===== config.mk =====
export PLATFORM = sky130hd
export DESIGN_NAME = logic_flag_unit
export DESIGN_NICKNAME = d
export VERILOG_FILES = /design/src/rtl/alu_pkg.sv /design/src/rtl/logic_chunk.sv /design/src/rtl/logic_flag_unit.sv
export SDC_FILE = /design/constraint.sdc
export NUM_CORES = 1
export LEC_CHECK = 0
export ABC_AREA = 0
export CAP_MARGIN = 20
export CORE_UTILIZATION = 46
export DETAILED_ROUTE_END_ITERATION = 6
export PLACE_DENSITY = 0.85
export SLEW_MARGIN = 20
export SYNTH_ARGS = -nofsm -noshare
export SYNTH_HDL_FRONTEND = slang
export SYNTH_SLANG_ARGS = --single-unit
export TNS_END_PERCENT = 100

===== constraint.sdc =====
create_clock -name clk -period 3.5 [get_ports clk]
set_clock_uncertainty 0.1 [all_clocks]
set_input_delay 0.875 -clock clk [delete_from_list [all_inputs] [get_ports clk]]
set_output_delay 0.875 -clock clk [all_outputs]
set_load 0.03 [all_outputs]

===== src/rtl/alu_pkg.sv =====
// Shared encodings for the ALU logic datapath: operation codes and the
// sequencing states of the chunked logic unit.
package alu_pkg;

  localparam logic [2:0] OP_AND     = 3'b000;
  localparam logic [2:0] OP_OR      = 3'b001;
  localparam logic [2:0] OP_XOR     = 3'b010;
  localparam logic [2:0] OP_NOR     = 3'b011;
  localparam logic [2:0] OP_NAND    = 3'b100;
  localparam logic [2:0] OP_XNOR    = 3'b101;
  localparam logic [2:0] OP_PASS_A  = 3'b110;
  localparam logic [2:0] OP_ILLEGAL = 3'b111;

  typedef enum logic [1:0] {
    ST_IDLE = 2'd0,
    ST_BUSY = 2'd1,
    ST_DONE = 2'd2
  } state_t;

endpackage


===== src/rtl/logic_chunk.sv =====
// Combinational bitwise operation on one CHUNK-wide slice, with the slice's
// zero / all-ones / parity contributions for the flag accumulators.
module logic_chunk
  import alu_pkg::*;
#(
  parameter int CHUNK = 8
) (
  input  logic [2:0]       op,
  input  logic [CHUNK-1:0] a_chunk,
  input  logic [CHUNK-1:0] b_chunk,
  output logic [CHUNK-1:0] y,
  output logic             is_zero,
  output logic             is_ones,
  output logic             par
);

  always_comb begin
    y = '0;
    case (op)
      OP_AND:    y = a_chunk & b_chunk;
      OP_OR:     y = a_chunk | b_chunk;
      OP_XOR:    y = a_chunk ^ b_chunk;
      OP_NOR:    y = ~(a_chunk | b_chunk);
      OP_NAND:   y = ~(a_chunk & b_chunk);
      OP_XNOR:   y = ~(a_chunk ^ b_chunk);
      OP_PASS_A: y = a_chunk;
      default:   y = '0;  // illegal op forces an all-zero slice
    endcase
  end

  assign is_zero = (y == '0);
  assign is_ones = &y;
  assign par     = ^y;

endmodule


===== src/rtl/logic_flag_unit.sv =====
// Multi-cycle bitwise logic unit: operands are latched once, processed
// CHUNK bits per cycle LSB-first, and the result plus flags are held for a
// valid/ready transfer. Tracks a sticky zero flag and a saturating op count.
module logic_flag_unit
  import alu_pkg::*;
#(
  parameter int WIDTH = 32,
  parameter int CHUNK = 8,
  parameter int CNT_W = 16
) (
  input  logic             clk,
  input  logic             rst_n,
  input  logic             in_valid,
  output logic             in_ready,
  input  logic [2:0]       op,
  input  logic [WIDTH-1:0] a,
  input  logic [WIDTH-1:0] b,
  output logic             out_valid,
  input  logic             out_ready,
  output logic [WIDTH-1:0] result,
  output logic             zero_flag,
  output logic             ones_flag,
  output logic             parity_flag,
  output logic             op_err,
  output logic             sticky_zero,
  input  logic             sticky_clr,
  output logic [CNT_W-1:0] op_count
);

  localparam int NCHUNK = WIDTH / CHUNK;
  localparam int IDX_W  = (NCHUNK > 1) ? $clog2(NCHUNK) : 1;
  localparam logic [IDX_W-1:0] LAST_IDX = IDX_W'(NCHUNK - 1);

  function automatic logic [CNT_W-1:0] sat_inc(input logic [CNT_W-1:0] v);
    return (&v) ? v : v + 1'b1;
  endfunction

  state_t           state;
  logic [WIDTH-1:0] a_q;
  logic [WIDTH-1:0] b_q;
  logic [2:0]       op_q;
  logic [IDX_W-1:0] idx;
  logic [31:0]      base;
  logic             zero_acc;
  logic             ones_acc;
  logic             par_acc;
  logic             in_ready_q;
  logic             out_valid_q;
  logic             xfer;

  logic [CHUNK-1:0] y_chunk;
  logic             chunk_zero;
  logic             chunk_ones;
  logic             chunk_par;

  assign base      = 32'(idx) * 32'(CHUNK);
  assign in_ready  = in_ready_q;
  assign out_valid = out_valid_q;
  assign xfer      = out_valid_q & out_ready;

  logic_chunk #(.CHUNK(CHUNK)) u_chunk (
    .op      (op_q),
    .a_chunk (a_q[base +: CHUNK]),
    .b_chunk (b_q[base +: CHUNK]),
    .y       (y_chunk),
    .is_zero (chunk_zero),
    .is_ones (chunk_ones),
    .par     (chunk_par)
  );

  // Operand capture: only on acceptance, so later input changes are ignored
  always_ff @(posedge clk) begin
    if (state == ST_IDLE && in_valid) begin
      a_q  <= a;
      b_q  <= b;
      op_q <= op;
    end
  end

  always_ff @(posedge clk or negedge rst_n) begin
    if (!rst_n) begin
      state       <= ST_IDLE;
      in_ready_q  <= 1'b1;
      out_valid_q <= 1'b0;
      idx         <= '0;
      zero_acc    <= 1'b0;
      ones_acc    <= 1'b0;
      par_acc     <= 1'b0;
      result      <= '0;
      zero_flag   <= 1'b0;
      ones_flag   <= 1'b0;
      parity_flag <= 1'b0;
      op_err      <= 1'b0;
      sticky_zero <= 1'b0;
      op_count    <= '0;
    end else begin
      case (state)
        ST_IDLE: begin
          if (in_valid) begin
            idx         <= '0;
            zero_acc    <= 1'b1;
            ones_acc    <= 1'b1;
            par_acc     <= 1'b0;
            result      <= '0;
            zero_flag   <= 1'b0;
            ones_flag   <= 1'b0;
            parity_flag <= 1'b0;
            op_err      <= 1'b0;
            in_ready_q  <= 1'b0;
            state       <= ST_BUSY;
          end
        end
        ST_BUSY: begin
          result[base +: CHUNK] <= y_chunk;
          zero_acc <= zero_acc & chunk_zero;
          ones_acc <= ones_acc & chunk_ones;
          par_acc  <= par_acc ^ chunk_par;
          idx      <= idx + 1'b1;
          // Final slice: fold this cycle's contribution straight into the flags
          if (idx == LAST_IDX) begin
            zero_flag   <= zero_acc & chunk_zero;
            ones_flag   <= ones_acc & chunk_ones;
            parity_flag <= par_acc ^ chunk_par;
            op_err      <= (op_q == OP_ILLEGAL);
            idx         <= '0;
            out_valid_q <= 1'b1;
            state       <= ST_DONE;
          end
        end
        ST_DONE: begin
          if (out_ready) begin
            out_valid_q <= 1'b0;
            in_ready_q  <= 1'b1;
            op_count    <= sat_inc(op_count);
            state       <= ST_IDLE;
          end
        end
        default: begin
          out_valid_q <= 1'b0;
          in_ready_q  <= 1'b1;
          state       <= ST_IDLE;
        end
      endcase

      // A zero-result transfer outranks a same-edge clear
      if (xfer && zero_flag)
        sticky_zero <= 1'b1;
      else if (sticky_clr)
        sticky_zero <= 1'b0;
    end
  end

endmodule


==> reports/summary.md <==
Largest area contributor in the synthesized netlist: sky130_fd_sc_hd__edfxtp_1. Compared with the post-synthesis result, the final layout area differs by 35.77%. The run gives 0.41 ns as the clock latency reported for the late side of the worst-skew pair.

IR analysis of the VDD net gives a maximum drop of 528.8 uV. The synthesized design devotes to its leading area cell type 33.31% of total area. The root buffer cell chosen for the clock tree is sky130_fd_sc_hd__clkbuf_16. Startpoint of the lowest-slack register-to-register path: idx[0].

The CTS clock-pin slew for the worst setup and hold paths is 0.06 ns, and the global-route wire length before repair is 21080 um. Yosys mapped a number of flops with a built-in enable equal to 67. The number of nets in the synthesized netlist is 536. Counting the buffers created by CTS gives 17.

The initialized floorplan defines 41 standard-cell rows. Total negative slack for setup checks: 0 ns. Post-CTS repair changed the size of 0 cells. The critical path startpoint category is a register. In the final layout, flip-flops and latches occupy 3565 um2. The most common flop cell mapped by yosys is sky130_fd_sc_hd__edfxtp_1. The count of input and output buffers works out to 126. The die is 116.6 um tall. The share of the Yosys chip area taken by registers is 59.01%.

The detailed router's first-iteration violation count was 236; the number of cells produced by synthesis was 435. The TritonCTS sink count was 129; the total half-perimeter wirelength after legalization and detailed placement was 9481 um. The run gives 0 as the number of failing setup endpoints in the final timing report.

After clock tree synthesis, the flow added hold-fix buffers numbering 0. The routed layout has 4117 vias. The die width works out to 116.6 um. The run finished with clean final reports. The first TritonRoute pass finished after 4 iterations. Using the TritonRoute via totals, the vias-per-cell ratio works out to 5.403. The mean area per synthesized cell works out to 13.89 um2. The logs give 47.48% for the initial standard-cell utilization of the core and 0.2609 ns for the worst path setup slack after routing.

The tool flagged a number of max-cap violations equal to 0. Setup repair after global routing left no endpoint under its margin. By area the synthesized netlist is led by sky130_fd_sc_hd__edfxtp_1 33%, sky130_fd_sc_hd__dfrtp_1 25%, sky130_fd_sc_hd__ha_1 6.0%. The worst reg-to-reg path cell count works out to 12. For this run, design rule violations remaining after detail routing come to 0. Initial antenna violation count: 0.

The routability congestion estimate from global placement is 0.7896. The filler cells instantiated in the layout total 977. The final layout contains routed wiring with a total length of 13110 um.

For this design the static power due to leakage is 3.428 nW. Entering global routing, the biggest net connects 52 pins. Dividing total power by cell area gives a power density of 871.9 nW/um2.

The tools report the CTS H-tree depth as 4. The worst hold-check slack came out at 0.3449 ns. The class of the most critical hold timing path was primary input to async pin. Synthesis inferred 129 register bits. For the number of max-slew violations in the final report, the log shows 0. The post-layout instance count excluding filler cells was 762; the detail-routed net length per standard cell was 17.20 um. STA puts the critical path data arrival time at 3.42 ns. The final layout contains 678 nets. The die area is 13590 um2.

Including well taps, the total number of placed cells is 730. The shortest period the worst path allows was 3.239 ns; the post-route antenna net violation count was 0. The number of buffers inserted to repair setup after CTS is 0.

Of the available clock period, the critical path in the final layout requires 92.55%. The total overflow left after global routing is 0. For the pin with the worst max-slew slack, the measured transition is 0.9567 ns. Multi-input logic area: 2252 um2. No sink is reached through more buffers than the 2 on the longest clock path. Data on the critical path is required at its endpoint by 3.68 ns.

At the placement stage, the worst setup path has a slack of 0.2540 ns. TritonCTS built the clock tree. Share of flip-flops with an asynchronous set or reset after synthesis: 48.06%. Pin placement for this block handled 127 I/O pins. Distinct cell type count after synthesis: 47. The setup check on the worst reg-to-reg path leaves a slack of 0.26 ns. After synthesis the cells add up to 6041 um2.

The commonest cells after synthesis are 67 x sky130_fd_sc_hd__edfxtp_1, 61 x sky130_fd_sc_hd__dfrtp_1, 32 x sky130_fd_sc_hd__a22o_1, 29 x sky130_fd_sc_hd__ha_1, 28 x sky130_fd_sc_hd__inv_1. Via count of the first global-routing pass: 4256. The worst setup path is captured at a register.

Static timing analysis puts the maximum clock frequency at 308.7 MHz. The share of cells above drive strength 1 was 15.25%; the number of antenna repair diodes was 0. The run gives 0 as the number of warnings issued by yosys. The type of the worst setup path is register to register.

The endpoint of the worst-slack reg-to-reg timing path was par_acc. By instance count, the leading cell after synthesis is sky130_fd_sc_hd__edfxtp_1. In this run the worst path has a maximum fanout of 31. The tools report the number of hold violations in the final report as 0.

Headroom to the max-slew limit came out at 36.22%. After floorplanning, the core was sized to cover 12720 um2. Global routing used 20.97% of the available tracks across all layers.
[cell usage in the layout (no fill, tap or decap), drive strengths merged, types with 3 or more instances in the layout]
cell type and instances:
and3 3, o221ai 8, edfxtp 67, buf 18, nor3 8, o31ai 4
bufinv 3, a22oi 8, dfrtp 61, nand2 21, clkbuf 21, mux2 17
a22o 32, nor2 7, ha 29, mux2i 24, clkinv 4, a21oi 6
xnor2 11, xor2 13, mux4 8, inv 32, o21ai 20, nand4 5
nor4b 3, clkdlybuf4s50 125, nand3 10
[where the power goes]
part           total [W]  switching [W]  internal (W)
clock            0.00189       0.000647       0.00124
sequential       0.00217       0.000187       0.00198
combinational    0.00309        0.00170       0.00139
[critical path, stage by stage (launching register included)]
cell and delay, ns:
sky130_fd_sc_hd__dfrtp_1 0.43, sky130_fd_sc_hd__buf_12 0.22, sky130_fd_sc_hd__mux4_2 0.53, sky130_fd_sc_hd__inv_1 0.08, sky130_fd_sc_hd__ha_1 0.24, sky130_fd_sc_hd__mux2_2 0.27, sky130_fd_sc_hd__mux2i_1 0.12, sky130_fd_sc_hd__o221ai_1 0.16
sky130_fd_sc_hd__ha_1 0.35, sky130_fd_sc_hd__xor2_1 0.17, sky130_fd_sc_hd__xnor2_1 0.19, sky130_fd_sc_hd__xnor2_1 0.15, sky130_fd_sc_hd__o21ai_0 0.09
[per-layer routing]
layer	vias up	wire length, um	global-route usage, %
met5	-	0	0
met4	0	218	8.101
met3	20	644	5.553
met2	135	6764	36.17
met1	2038	5479	25.13
li1	1924	-	-
[layout make-up]
type                       instances  share of cell area, %
sequential                       129                  43.46
multi-input combinational        257                  27.46
timing repair buffer             143                  17.22
clock buffer                      21                  6.133
tap                              172                  2.624
clock inverter                    11                  1.754
inverter                          29                  1.342
[registers in the layout, indices dropped and copies added, names as in the netlist, 2 cells and up]
| signal | count |
|---|---|
| result | 32 |
| state | 2 |
| op_count | 16 |
| idx | 2 |
| a_q | 32 |
| op_q | 3 |
| b_q | 32 |
[cell families after synthesis]
kind of cell / Yosys count / synth area share (%)
buffers and inverters: 49 / 3.707
multiplexers: 49 / 10.13
AND/OR/NAND/NOR: 75 / 7.457
flip-flops: 129 / 59.01
XOR/XNOR: 24 / 3.480
adder cells (fa/ha/maj): 29 / 6.007
AO/OA/AOI/OAI: 80 / 10.21
[through the flow]
| step | power [W] | utilization [%] | area (um2) |
|---|---|---|---|
| CTS | 0.007207 | 64.44 | 8198 |
| detailed placement | 0.005281 | 59.35 | 7551 |
| global route | 0.007571 | 64.47 | 8202 |
| global placement | 0.005136 | 59.35 | 7551 |
| finish | 0.007151 | 64.47 | 8202 |
| floorplan | 0.004261 | - | 6042 |
[worst max path at each step]
| stage | cells after the start | start | slack [ns] | end |
|---|---|---|---|---|
| after global placement | 12 | idx[1] | 0.34 | par_acc |
| after CTS | 12 | idx[1] | 0.21 | par_acc |
| after global routing | 13 | idx[1] | 0.02 | par_acc |
| after floorplan | 14 | idx[0] | 0.18 | par_acc |
| final | 12 | idx[0] | 0.26 | par_acc |
| after detailed placement | 12 | idx[1] | 0.25 | par_acc |
(Power assumes the default switching activity.)
